===== src/rtl/prv664_dispatch_sched.sv =====
// In-order read scheduler for the two decode queues: pops up to two micro-ops per cycle
// in program order and serialises exclusive micro-ops against everything in flight.
module prv664_dispatch_sched #(
  parameter int unsigned DATA_W       = 128,
  parameter int unsigned MAX_INFLIGHT = 32,
  parameter int unsigned CNT_W        = $clog2(MAX_INFLIGHT + 1)
) (
  input  logic              clk_i,
  input  logic              arst_i,
  input  logic              flush_i,
  input  logic              q0_valid_i,
  input  logic [DATA_W-1:0] q0_data_i,
  input  logic              q0_excl_i,
  output logic              q0_pop_o,
  input  logic              q1_valid_i,
  input  logic [DATA_W-1:0] q1_data_i,
  input  logic              q1_excl_i,
  output logic              q1_pop_o,
  output logic              iss0_valid_o,
  output logic [DATA_W-1:0] iss0_data_o,
  output logic              iss1_valid_o,
  output logic [DATA_W-1:0] iss1_data_o,
  input  logic              iss_ready_i,
  input  logic [1:0]        retire_cnt_i,
  output logic [CNT_W-1:0]  inflight_o,
  output logic              rdptr_o,
  output logic [1:0]        state_o
);

  typedef enum logic [1:0] {
    ST_RUN       = 2'd0,
    ST_EXCL_WAIT = 2'd1,
    ST_EXCL_BUSY = 2'd2
  } state_e;

  localparam logic [CNT_W:0] MAX_EXT = (CNT_W + 1)'(MAX_INFLIGHT);

  state_e             state_q, state_d;
  logic               rdptr_q, rdptr_d;
  logic [CNT_W-1:0]   inflight_q, inflight_d;

  logic               old_valid, old_excl, yng_valid, yng_excl;
  logic [DATA_W-1:0]  old_data, yng_data;
  logic [CNT_W:0]     inflight_ext, avail_ext;
  logic               room1, room2, drained;
  logic               slot0, slot1, fire, fire1;
  logic [1:0]         n_iss;

  // Older op always sits at the queue the read pointer names.
  assign old_valid = rdptr_q ? q1_valid_i : q0_valid_i;
  assign old_excl  = rdptr_q ? q1_excl_i  : q0_excl_i;
  assign old_data  = rdptr_q ? q1_data_i  : q0_data_i;
  assign yng_valid = rdptr_q ? q0_valid_i : q1_valid_i;
  assign yng_excl  = rdptr_q ? q0_excl_i  : q1_excl_i;
  assign yng_data  = rdptr_q ? q0_data_i  : q1_data_i;

  // Room is judged on the registered count only; same-cycle retires do not help.
  assign inflight_ext = {1'b0, inflight_q};
  assign room1        = (inflight_ext + (CNT_W + 1)'(1)) <= MAX_EXT;
  assign room2        = (inflight_ext + (CNT_W + 1)'(2)) <= MAX_EXT;
  assign drained      = (inflight_q == '0);

  // NOTE: every signal written here gets a default first so no latch is inferred.
  always_comb begin
    slot0   = 1'b0;
    slot1   = 1'b0;
    state_d = state_q;

    unique case (state_q)
      ST_RUN: begin
        if (old_valid && old_excl) begin
          slot0 = drained;
          if (!drained) state_d = ST_EXCL_WAIT;
        end else begin
          slot0 = old_valid && room1;
          slot1 = slot0 && yng_valid && !yng_excl && room2;
        end
      end
      ST_EXCL_WAIT: slot0 = old_valid && drained;
      ST_EXCL_BUSY: if (drained) state_d = ST_RUN;
      default:      state_d = ST_RUN;
    endcase

    if (flush_i || arst_i) begin
      slot0 = 1'b0;
      slot1 = 1'b0;
    end

    fire  = iss_ready_i && slot0;
    fire1 = fire && slot1;
    n_iss = {1'b0, fire} + {1'b0, fire1};

    if (fire && (state_q == ST_EXCL_WAIT || old_excl)) state_d = ST_EXCL_BUSY;

    rdptr_d    = rdptr_q ^ n_iss[0];
    inflight_d = inflight_q + CNT_W'(n_iss) - CNT_W'(retire_cnt_i);

    if (flush_i) begin
      state_d    = ST_RUN;
      rdptr_d    = 1'b0;
      inflight_d = '0;
    end
  end

  // NOTE: state registers use non-blocking assignments so all of them update together.
  always_ff @(posedge clk_i or posedge arst_i) begin
    if (arst_i) begin
      state_q    <= ST_RUN;
      rdptr_q    <= 1'b0;
      inflight_q <= '0;
    end else begin
      state_q    <= state_d;
      rdptr_q    <= rdptr_d;
      inflight_q <= inflight_d;
    end
  end

  assign iss0_valid_o = slot0;
  assign iss1_valid_o = slot1;
  assign iss0_data_o  = old_data;
  assign iss1_data_o  = yng_data;
  assign q0_pop_o     = rdptr_q ? fire1 : fire;
  assign q1_pop_o     = rdptr_q ? fire  : fire1;
  assign inflight_o   = inflight_q;
  assign rdptr_o      = rdptr_q;
  assign state_o      = state_q;

  // Retiring more than is in flight means the backend lost track of its ops.
  assign avail_ext = inflight_ext + (CNT_W + 1)'(n_iss);
  retire_in_range_a: assert property (@(posedge clk_i) disable iff (arst_i || flush_i)
    (CNT_W + 1)'(retire_cnt_i) <= avail_ext);

endmodule


===== config.mk =====
export PLATFORM = sky130hd
export DESIGN_NAME = prv664_dispatch_sched
export DESIGN_NICKNAME = d
export VERILOG_FILES = /design/src/rtl/prv664_dispatch_sched.sv
export SDC_FILE = /design/constraint.sdc
export NUM_CORES = 1
export LEC_CHECK = 0
export BUFFER_PORTS_ARGS = -buffer_cell sky130_fd_sc_hd__buf_2
export CORE_AREA = 2 2 210 212
export DETAILED_ROUTE_END_ITERATION = 10
export DIE_AREA = 0 0 212 214
export GPL_TIMING_DRIVEN = 0
export PLACE_DENSITY_LB_ADDON = 0.05
export SETUP_SLACK_MARGIN = 0.2
export SYNTH_ARGS = -nofsm -noshare
export SYNTH_HDL_FRONTEND = slang
export SYNTH_SLANG_ARGS = --single-unit

===== constraint.sdc =====
create_clock -name clk_i -period 4.2 [get_ports clk_i]
set_input_delay 0.84 -clock clk_i [delete_from_list [all_inputs] [get_ports clk_i]]
set_output_delay 0.84 -clock clk_i [all_outputs]
set_load 0.02 [all_outputs]

==> reports/qor.txt <==
Status: completed
CP endpoint kind: flop
Worst-path fanout max: 8
Die W: 212 um
Synth area leaders: mux2_2 73%, dfrtp_1 5.7%, ha_1 3.8%, buf_2 3.3%, nor2_1 1.4%
Clk sink count: 9
PD cells: 209.8 nW/um^2
All-Layer GR Usage: 0.1175
Top-Level Pins: 535
CTS resizes: 0
WP data required: 4300 ps
Area share of the largest cell type after synthesis: 0.7338
YS warnings: 0
CP top delay family: adder cells
Post-synthesis sequential area ratio: 0.05732
DRT Pass-1 Iters: 4
Hold Crit Class: flop to flop
Share of layout cells above drive strength 1: 0.9053
Fmax achieved: 271.3 MHz
DR WL/cell: 18.96 um
Crit-path cells: ha_1 -> xnor2_2 -> nand3_1 -> o31ai_1 -> nand4_2 -> nor2_1 -> fa_1 -> ha_1 -> a21o_1 -> a21oi_1 -> o21bai_1 -> a21oi_1 -> xnor2_1 -> nor2_1
Least-Margin Pin Slew: 661.9 ps
Fin crit share: 0.8775
Max Cap Viol: 0
Crit-path slowest cell: dfrtp_1
FILL cells: 4952
Setup CP Type: flop to flop
Setup TNS: 0 ps
Post-Syn Nets: 661
CTS Root Cell: clkbuf_16
Worst slew margin: 0.5587
Post-route ant nets: 0
First-pass GRT wire length: 39560 um
Final Hold Fails: 0
Setup ws final: 514.4 ps
Post-synthesis cell type count: 35
CORE AREA: 42890 sq um
Clock latency on the worst-skew pair: 230 ps
Fin Hold WS: 597.9 ps
Setup Skew: 3.886 ps
Hpwl dp: 26050 um
Ys flop type: dfrtp_1
Commonest cells after routing, fill and taps aside: 560 x buf_2, 256 x mux2_2, 15 x nor2_1
Mapped cell area: 3929 sq um
CTS Buf Count: 3
Row count: 76
Worst EP arrival: 3780 ps
Die ar.: 45370 sq um
CP Depth: 14
Largest net degree at the start of global routing: 11
Syn avg cell area: 10.31 sq um
Setup slack, reg-to-reg: 510 ps
Vias in the first global route: 5725
Nets: 1200
Fin. max-slew vios: 0
Reg area: 225.2 sq um
IO buf count: 534
Drt drc: 0
H-tree lvl count: 1
Final min period: 3686 ps
Routed vias/inst: 3.550
Multi-input logic area: 3510 sq um
Commonest non-fill, non-tap cell in the layout: buf_2
Clock Path Buffers: 2
WHS Path Cells: 1
Buf+Inv Stages, Crit Path: 0
Leak: 3.643 nW
Area grow syn2layout: 88.79%
Worst path max stage delay: 490 ps
Starting Density: 0.09161
Ys async rst share: 1.000
Synth area leader: mux2_2
CTS Hold Bufs: 0
1st-iter DRT viols: 89
Initial antenna violation count: 5
Setup violators final: 0
Total gr overflow: 0
Cells after synthesis: 381
Reg clk slew, reported paths: 40 ps
Worst reg2reg path depth: 14
TritonCTS clock tree: yes
Pwr Total: 1.556 mW
Die Y: 214 um
Gpl congestion: 0.8210
Via count: 5347
RSZ-0062 raised after global routing: false
Setup Buffers After CTS: 0
Startpoint types: flop
Synth Register Bits: 9
WL final: 28550 um
EDFF count, synth: 0
Peak supply drop: 0.0001381 V
Setup WS pre-CTS: 398.2 ps
[path summary, 6_finish.rpt]
check	startpoint	end
hold reg to reg	state_o[1]	state_o[0]
setup / recovery	inflight_o[1]	inflight_o[5]
min in group asynchronous	arst_i	inflight_o[5]
max in group asynchronous	arst_i	inflight_o[1]
hold / removal	state_o[1]	state_o[0]
setup reg to reg	inflight_o[1]	inflight_o[5]
[routing by layer]
layer  up-vias  GRT usage  routed length [um]
met5         -          0                  27
met4         4   0.009624                 212
met3        14    0.02947                2526
met2       276     0.2474               16100
met1      2531     0.1156                9681
li1       2522          -                   -
[power breakdown]
part / total (mW) / internal [mW] / switching (mW)
registers: 0.159 / 0.110 / 0.0486
logic: 1.23 / 0.529 / 0.700
clock network: 0.168 / 0.127 / 0.0413
[state kept, by name, summed over array words and instances (netlist names)]
register	count
state_o	2
rdptr_o	1
inflight_o	6
[cells in the mapped netlist (all sizes together) (2+ instances only)]
library cell	instances
a21oi	8
inv	11
a211oi	2
dfrtp	9
mux2	257
nand3	4
o211ai	2
buf	27
nand4	4
nor4	2
nand2	2
xnor2	6
fa	2
mux2i	2
nor2b	4
nor2	15
clkbuf	3
ha	12
[stage by stage]
step | instance area [sq um] | util | instances
floorplan | 3929 | - | 381
global placement | 7333 | 0.1710 | 1500
detailed placement | 7333 | 0.1710 | 1500
CTS | 7412 | 0.1728 | 1504
global route | 7417 | 0.1729 | 1506
finish | 7417 | 0.1729 | 1506
[layout make-up]
class / instances / area share
tap: 585 / 0.09868
timing repair buffer: 534 / 0.3603
inverter: 11 / 0.005567
sequential: 9 / 0.03036
antenna: 2 / 0.0006748
multi-input combinational: 331 / 0.4732
clock buffer: 4 / 0.01063
buffer: 30 / 0.02058
[cell families after synthesis]
family | after synthesis | share of synthesized area
compound gates | 19 | 0.03663
fa+ha+maj | 14 | 0.04841
simple gates | 32 | 0.04618
flops | 9 | 0.05733
xor+xnor | 7 | 0.01943
mux | 259 | 0.7427
buf+inv | 41 | 0.04936
Note: power is estimated with default switching activity, not from simulation.
